## src/rtl/button_press_gen.sv

```systemverilog
// button_press_gen: synthesizes press/release waveforms on a button line so
// that a downstream press-to-toggle FSM ends up at the requested level.
// Each needed change produces one press of PRESS_CYCLES cycles followed by
// a release of RELEASE_CYCLES cycles. The block then spends at least one
// cycle in IDLE before it can start another press.
module button_press_gen #(
    parameter int PRESS_CYCLES   = 4,
    parameter int RELEASE_CYCLES = 4,
    parameter int CW             = 8
) (
    input  logic          clk,
    input  logic          rst_n,
    input  logic          target,
    output logic          button,
    output logic          level,
    output logic          busy,
    output logic          done,
    output logic [CW-1:0] press_count,
    output logic [1:0]    dbg_state
);

    typedef enum logic [1:0] {
        IDLE    = 2'd0,
        PRESS   = 2'd1,
        RELEASE = 2'd2
    } state_t;

    localparam logic [CW-1:0] C_PRESS_LOAD   = CW'(PRESS_CYCLES - 1);
    localparam logic [CW-1:0] C_RELEASE_LOAD = CW'(RELEASE_CYCLES - 1);
    localparam logic [CW-1:0] C_ONE          = CW'(1);

    state_t        r_state;
    logic [CW-1:0] r_cnt;
    logic          r_button;
    logic          r_level;
    logic          r_busy;
    logic          r_done;
    logic [CW-1:0] r_press_count;

    // Sequencer: target is only looked at in IDLE, so changes that arrive
    // while a press or release is running are not latched. The level model
    // flips together with the rising button edge, because that is when the
    // downstream FSM sees the press.
    always_ff @(posedge clk or negedge rst_n) begin
        if (!rst_n) begin
            r_state       <= IDLE;
            r_cnt         <= '0;
            r_button      <= 1'b0;
            r_level       <= 1'b0;
            r_busy        <= 1'b0;
            r_done        <= 1'b0;
            r_press_count <= '0;
        end else begin
            case (r_state)
                IDLE: begin
                    r_done <= 1'b0;
                    if (target != r_level) begin
                        r_state       <= PRESS;
                        r_button      <= 1'b1;
                        r_busy        <= 1'b1;
                        r_level       <= ~r_level;
                        r_press_count <= r_press_count + C_ONE;
                        r_cnt         <= C_PRESS_LOAD;
                    end
                end
                PRESS: begin
                    if (r_cnt == '0) begin
                        r_state  <= RELEASE;
                        r_button <= 1'b0;
                        r_cnt    <= C_RELEASE_LOAD;
                    end else begin
                        r_cnt <= r_cnt - C_ONE;
                    end
                end
                RELEASE: begin
                    if (r_cnt == '0) begin
                        r_state <= IDLE;
                        r_busy  <= 1'b0;
                        r_done  <= 1'b1;
                    end else begin
                        r_cnt <= r_cnt - C_ONE;
                    end
                end
                default: begin
                    r_state  <= IDLE;
                    r_button <= 1'b0;
                    r_busy   <= 1'b0;
                    r_done   <= 1'b0;
                    r_cnt    <= '0;
                end
            endcase
        end
    end

    assign button      = r_button;
    assign level       = r_level;
    assign busy        = r_busy;
    assign done        = r_done;
    assign press_count = r_press_count;
    assign dbg_state   = r_state;

endmodule
```

## config.mk

```make
export PLATFORM = sky130hd
export DESIGN_NAME = button_press_gen
export DESIGN_NICKNAME = d
export VERILOG_FILES = /design/src/rtl/button_press_gen.sv
export SDC_FILE = /design/constraint.sdc
export NUM_CORES = 1
export LEC_CHECK = 0
export ABC_AREA = 1
export BUFFER_PORTS_ARGS = -buffer_cell sky130_fd_sc_hd__clkbuf_2
export CAP_MARGIN = 20
export CORE_ASPECT_RATIO = 0.5
export CORE_UTILIZATION = 45
export CTS_BUF_LIST = sky130_fd_sc_hd__clkbuf_4 sky130_fd_sc_hd__clkbuf_8
export CTS_CLUSTER_DIAMETER = 100
export DETAILED_ROUTE_END_ITERATION = 10
export SLEW_MARGIN = 20
export SYNTH_ARGS = -nofsm -noshare
export SYNTH_HDL_FRONTEND = slang
export SYNTH_SLANG_ARGS = --single-unit
export TNS_END_PERCENT = 30
```

## constraint.sdc

```tcl
create_clock -name clk -period 2.5 [get_ports clk]
set_input_delay 0.25 -clock clk [delete_from_list [all_inputs] [get_ports clk]]
set_output_delay 0.25 -clock clk [all_outputs]
set_load 0.01 [all_outputs]
```

==> results of run 1 <==
## cell families (layout without fill, tap and decap cells)
family | Yosys count | count (layout) | synth area share
AO/OA/AOI/OAI | 10 | 10 | 0.0523
XOR/XNOR | 7 | 7 | 0.0493
adder cells (fa/ha/maj) | 3 | 3 | 0.0302
buffers and inverters | 25 | 46 | 0.0755
flip-flops | 22 | 22 | 0.443
multiplexers | 1 | 1 | 0.00905
AND/OR/NAND/NOR | 88 | 88 | 0.341
## area by class of cell
cell class | count | area [um2] | area share
multi-input cells | 109 | 599 | 0.413
flip-flops and latches | 22 | 551 | 0.379
inverters | 25 | 93.8 | 0.0647
repair buffers | 17 | 90.1 | 0.0621
well taps | 37 | 46.3 | 0.0319
clock buffers | 3 | 41.3 | 0.0284
clock inverters | 1 | 30.0 | 0.0207
## through the flow
stage / worst slack (ps) / instances / power (mW) / hold WS (ps)
3_3_place_gp: 955 / 209 / 0.374 / 268
5_1_grt: 697 / 214 / 0.734 / 263
4_1_cts: 911 / 214 / 0.719 / 228
3_5_place_dp: 946 / 209 / 0.374 / 269
2_1_floorplan: 1140 / 156 / 0.365 / -45.6
6_report: 928 / 214 / 0.710 / 231
## cell usage after synthesis, drive strengths merged
master   count  area (um2)
a21oi        1        8.76
dfrtp       22         551
ha           3        37.5
inv         25        93.8
mux2         1        11.3
nand2       49         194
nand3       14        87.6
nand4        3        18.8
nor2        20         103
nor3         2        21.3
o2111ai      3        26.3
o21ai        6        30.0
xnor2        1        8.76
xor2         6        52.6
## worst max path at each step
stage / endpoint / from / slack [ps] / cells after the start
3_3_place_gp: button / r_cnt[0] / 950 / 9
6_report: r_cnt[6] / r_cnt[0] / 930 / 11
5_1_grt: r_cnt[6] / r_cnt[0] / 700 / 11
2_1_floorplan: r_cnt[6] / r_cnt[0] / 1140 / 11
4_1_cts: r_cnt[5] / r_cnt[0] / 910 / 9
3_5_place_dp: button / r_cnt[0] / 950 / 9
## tightest hold or removal path: stages
cell and delay, ps:
clkbuf_2 100, nand2_1 50, o21ai_0 60
## per-layer routing
| metal | vias to the layer above | track usage |
|---|---|---|
| li1 | 532 | - |
| met1 | 488 | 0.219 |
| met2 | 22 | 0.291 |
| met3 | 2 | 0.0565 |
| met4 | 0 | 0.0577 |
| met5 | - | 0 |
## power by group through the flow
stage / Combinational (mW) / Clock [mW] / Sequential [mW]
after global placement: 0.0113 / 0 / 0.363
after global routing: 0.0140 / 0.365 / 0.356
final: 0.0119 / 0.342 / 0.355
after CTS: 0.0126 / 0.351 / 0.356
after detailed placement: 0.0114 / 0 / 0.363
after floorplan: 0.00209 / 0 / 0.363
## sequential cells by signal, indices dropped and copies added (netlist names)
name         flops
busy             1
button           1
r_cnt            8
level            1
press_count      8
done             1
dbg_state        2
==> impl_metrics.env, run 1 <==
export IMPL_worst_hold_path_endpoint="level"
export IMPL_worstPathArrival_ps=1750
export IMPL_synth_fp_nets=162
export IMPL_placed_area_um2=1370
export IMPL_hold_path_class="in -> reg"
export IMPL_setup_viol_count_final=0
export IMPL_dr_pass1_iters=4
export IMPL_nFillCells=247
export IMPL_place_hpwl_um=1750
export IMPL_skew_ps=2.46
export IMPL_tns_ps=0
export IMPL_io_buffers=16
export IMPL_wire_per_inst_um=11.1
export IMPL_grt_overflow_total=0
export IMPL_htreeDepth=1
export IMPL_grt_usage=0.174
export IMPL_p_comb_frac=0.017
export IMPL_layout_commonest_cell="nand2_1"
export IMPL_layout_common_cells="47 x nand2_1, 23 x inv_1, 22 x dfrtp_1"
export IMPL_drt_iter0_markers=45
export IMPL_p_clk_frac=0.482
export IMPL_hold_violations=0
export IMPL_crit_family="simple AND/OR/NAND/NOR gates"
export IMPL_clock_latency_ps=270
export IMPL_crit_slowest_cell="dfrtp_1"
export IMPL_syn_area_um2=1240
export IMPL_worst_pin_slew_ps=558
export IMPL_drt_total_wl_um=2380
export IMPL_path_class="reg -> reg"
export IMPL_drive_gt1_frac=0.192
export IMPL_relSlewSlack=0.628
export IMPL_cts_buffers_inserted=3
export IMPL_route_met2_wl_um=1060
export IMPL_finish_utilization=0.558
export IMPL_routed_wl_met3_um=121
export IMPL_worstPathCellList="inv_1 -> ha_1 -> nand2_1 -> nor2_1 -> nand2_1 -> nand2_1 -> nand2_1 -> nand2_1 -> nand2_1 -> nand2_1 -> inv_1"
export IMPL_antenna_cells=0
export IMPL_drv_cap=0
export IMPL_slew_viol_final=0
export IMPL_holdPathStages=3
export IMPL_path_clk_slew_ps=90
export IMPL_outcome="finished, final reports clean"
export IMPL_clock_sinks=22
export IMPL_seq_power_share=0.501
export IMPL_rows=13
export IMPL_fmax_mhz=636
export IMPL_cts_root_buf="clkbuf_8"
export IMPL_r2r_end="r_cnt[6]"
export IMPL_final_antenna_net_count=0
export IMPL_power_density_nw_per_um2=489
export IMPL_clockBufferDepth=2
export IMPL_yosys_cell_types_count=22
export IMPL_grt_pass1_vias=839
export IMPL_cts_tree="built"
export IMPL_postCtsSetupBuffers=0
export IMPL_die_w_um=76.3
export IMPL_fin_crit_sh=0.629
export IMPL_io_pins=17
export IMPL_nets=184
export IMPL_synth_seq_cells=22
export IMPL_p_sw_frac=0.193
export IMPL_gp_congestion=0.840
export IMPL_drc=0
export IMPL_critical_path_buf_inv_count=2
export IMPL_p_leak_nw=0.807
export IMPL_p_int_mw=0.572
export IMPL_r2r_start="r_cnt[0]"
export IMPL_grt_pass1_wl_um=3770
export IMPL_initial_core_util=0.478
export IMPL_ir_drop_uv=239
export IMPL_worstSetupStartpointType="flop"
export IMPL_num_vias=1044
export IMPL_avgSynthCellArea_um2=7.97
export IMPL_area_growth_pct=16.7
export IMPL_viasPerCell=4.88
export IMPL_path_common_cell="nand2_1"
export IMPL_min_period_ps=1570
export IMPL_wl_met1_um=1180
export IMPL_cts_resized=0
export IMPL_die_h_um=39.2
export IMPL_synth_cells=156
export IMPL_core_um2=2600
export IMPL_max_stage_delay_ps=370
export IMPL_grt_max_degree=23
export IMPL_reg2reg_setup_slack_ps=930
export IMPL_yosys_warnings=0
export IMPL_synth_seq_area_share=0.443
export IMPL_antenna_found_initial=0
export IMPL_rsz0062_at_grt="no"
export IMPL_highest_layer="met4"
export IMPL_postLayoutCellArea_um2=1450
export IMPL_r2r_cells=11
export IMPL_crit_required_ps=2670
export IMPL_min_from="target"
export IMPL_die_area_um2=2990
export IMPL_cp_max_fo=6
export IMPL_postCtsHoldBufs=1
export IMPL_crit_path_end_kind="flop"
export IMPL_p_switching_mw=0.137
(Power assumes the default switching activity.)
==> inputs of run 2 (changes only) <==
--- a/config.mk
+++ b/config.mk
@@ -13,6 +13,7 @@
 export CTS_BUF_LIST = sky130_fd_sc_hd__clkbuf_4 sky130_fd_sc_hd__clkbuf_8
 export CTS_CLUSTER_DIAMETER = 100
 export DETAILED_ROUTE_END_ITERATION = 10
+export PLACE_DENSITY = 0.67
 export SLEW_MARGIN = 20
 export SYNTH_ARGS = -nofsm -noshare
 export SYNTH_HDL_FRONTEND = slang
==> constraint.sdc (replaced) <==
create_clock -name clk -period 1.3 [get_ports clk]
set_input_delay 0.13 -clock clk [delete_from_list [all_inputs] [get_ports clk]]
set_output_delay 0.13 -clock clk [all_outputs]
set_load 0.01 [all_outputs]
==> run 2 against run 1 <==
Net effect: the run now ends with negative setup slack left; combinational power increased by 120%; first-iteration DRC count increased by 24%; total power increased by 90%; largest cell class unchanged.
==> impl_metrics.env, run 2 (synthesized netlist as in run 1, its figures left out) <==
export IMPL_outcome="complete, but fails checks"
export IMPL_violations="negative setup slack"
export IMPL_nets=210
export IMPL_place_hpwl_um=1890
export IMPL_reg2reg_setup_slack_ps=-70
export IMPL_cts_buffers_inserted=3
export IMPL_setup_viol_count_final=11
export IMPL_dr_pass1_iters=4
export IMPL_die_w_um=76.3
export IMPL_setup_slack_ps=-67.0
export IMPL_drv_cap=0
export IMPL_die_h_um=39.2
export IMPL_num_vias=1128
export IMPL_drive_gt1_frac=0.404
export IMPL_crit_family="simple AND/OR/NAND/NOR gates"
export IMPL_antenna_found_initial=0
export IMPL_fmax_mhz=732
export IMPL_cts_root_buf="clkbuf_8"
export IMPL_grt_overflow_total=0
export IMPL_cp_max_fo=5
export IMPL_grt_max_degree=23
export IMPL_rsz0062_at_grt="yes"
export IMPL_drc=0
export IMPL_cts_tree="built"
export IMPL_drt_total_wl_um=2770
export IMPL_holdPathStages=3
export IMPL_worstPathCellList="inv_2 -> ha_4 -> nand2_4 -> nor2_4 -> nand3_2 -> nand3_1 -> nand2_1 -> nand2_1 -> nor2_1"
export IMPL_tns_ps=-411
export IMPL_seq_area_um2=553
export IMPL_r2r_end="r_cnt[5]"
export IMPL_crit_slowest_cell="dfrtp_1"
export IMPL_hold_path_class="in -> reg"
export IMPL_grt_usage=0.201
export IMPL_drt_iter0_markers=56
export IMPL_area_growth_pct=41.0
export IMPL_htreeDepth=1
export IMPL_layout_commonest_cell="nand2_1"
export IMPL_core_um2=2600
export IMPL_antenna_cells=0
export IMPL_grt_pass1_vias=966
export IMPL_path_common_cell="nand2_1"
export IMPL_clockBufferDepth=2
export IMPL_skew_ps=2.46
export IMPL_initial_core_util=0.478
export IMPL_multi_input_area_um2=701
export IMPL_crit_path_end_kind="flop"
export IMPL_nFillCells=215
export IMPL_final_cells=240
export IMPL_critical_path_buf_inv_count=1
export IMPL_crit_required_ps=1460
export IMPL_power_density_nw_per_um2=769
export IMPL_min_period_ps=1370
export IMPL_layout_common_cells="41 x nand2_1, 25 x buf_4, 20 x inv_1, 20 x dfrtp_1, 16 x clkbuf_2"
export IMPL_max_stage_delay_ps=420
export IMPL_finish_utilization=0.674
export IMPL_viasPerCell=4.70
export IMPL_place_inst=235
export IMPL_p_leak_nw=0.972
export IMPL_grt_pass1_wl_um=4400
export IMPL_fin_crit_sh=1.05
export IMPL_wire_per_inst_um=11.5
export IMPL_r2r_start="r_cnt[1]"
export IMPL_worst_hold_path_endpoint="level"
export IMPL_io_buffers=16
export IMPL_die_area_um2=2990
export IMPL_worstPathArrival_ps=1530
export IMPL_r2r_cells=9
export IMPL_worstSetupStartpointType="flop"
export IMPL_final_antenna_net_count=0
export IMPL_path_clk_slew_ps=80
export IMPL_clock_sinks=22
export IMPL_path_class="reg -> reg"
export IMPL_clock_latency_ps=260
export IMPL_hold_violations=0
export IMPL_min_from="target"
export IMPL_gp_congestion=0.915
export IMPL_io_pins=17
export IMPL_rows=13
export IMPL_slew_viol_final=0
export IMPL_relSlewSlack=0.619
export IMPL_fin_hold_ws_ps=121
export IMPL_ir_drop_uv=425
export IMPL_worst_pin_slew_ps=571
## run 2: power by group
part / internal [mW] / switching, mW
Combinational: 0.00705 / 0.0187
Clock: 0.411 / 0.229
Sequential: 0.683 / 0
## run 2: worst max-delay path by stage
stage               depth (start not counted)              to    startpoint
floorplan                                   5  press_count[5]  dbg_state[1]
CTS                                        11        r_cnt[6]      r_cnt[1]
finish                                      9        r_cnt[5]      r_cnt[1]
global route                               10            busy      r_cnt[1]
global placement                            9          button      r_cnt[1]
detailed placement                          9        r_cnt[7]      r_cnt[1]
## run 2: area by class of cell
cell class	instances	share of cell area
Timing Repair Buffer	43	0.165
Tap cell	37	0.0264
Clock buffer	3	0.0235
Sequential cell	22	0.315
Clock inverter	1	0.0171
Inverter	25	0.0535
Multi-Input combinational cell	109	0.399
## run 2: repair_timing
| item | 4_1_cts | 5_1_grt |
|---|---|---|
| gates resized for setup | 15 | 16 |
| buffers inserted | 0 | 0 |
| gates cloned | 0 | 0 |
| endpoints found under the hold margin | 22 | 0 |
| pin swaps | 9 | 10 |
| endpoints found under the setup margin | 14 | 15 |
| hold buffers | 1 | 0 |
## run 2: metrics by stage
stage	setup WS, ps	area [um2]	power [mW]
finish	-67.0	1750	1.35
global route	-127	1750	1.41
CTS	-22.4	1700	1.37
detailed placement	-108	1570	0.722
global placement	-51.6	1570	0.721
floorplan	-20.3	1250	0.701
## run 2: tightest hold or removal path: stages
cell	delay [ps]
clkbuf_2	100
nand2_1	50
o21ai_0	60
## run 2: routing by layer
| metal | vias up | part of all wire | GRT usage |
|---|---|---|---|
| met5 | - | 0 | 0 |
| met4 | 0 | 0.015 | 0.0865 |
| met3 | 6 | 0.037 | 0.0659 |
| met2 | 23 | 0.48 | 0.356 |
| met1 | 514 | 0.46 | 0.233 |
| li1 | 585 | - | - |
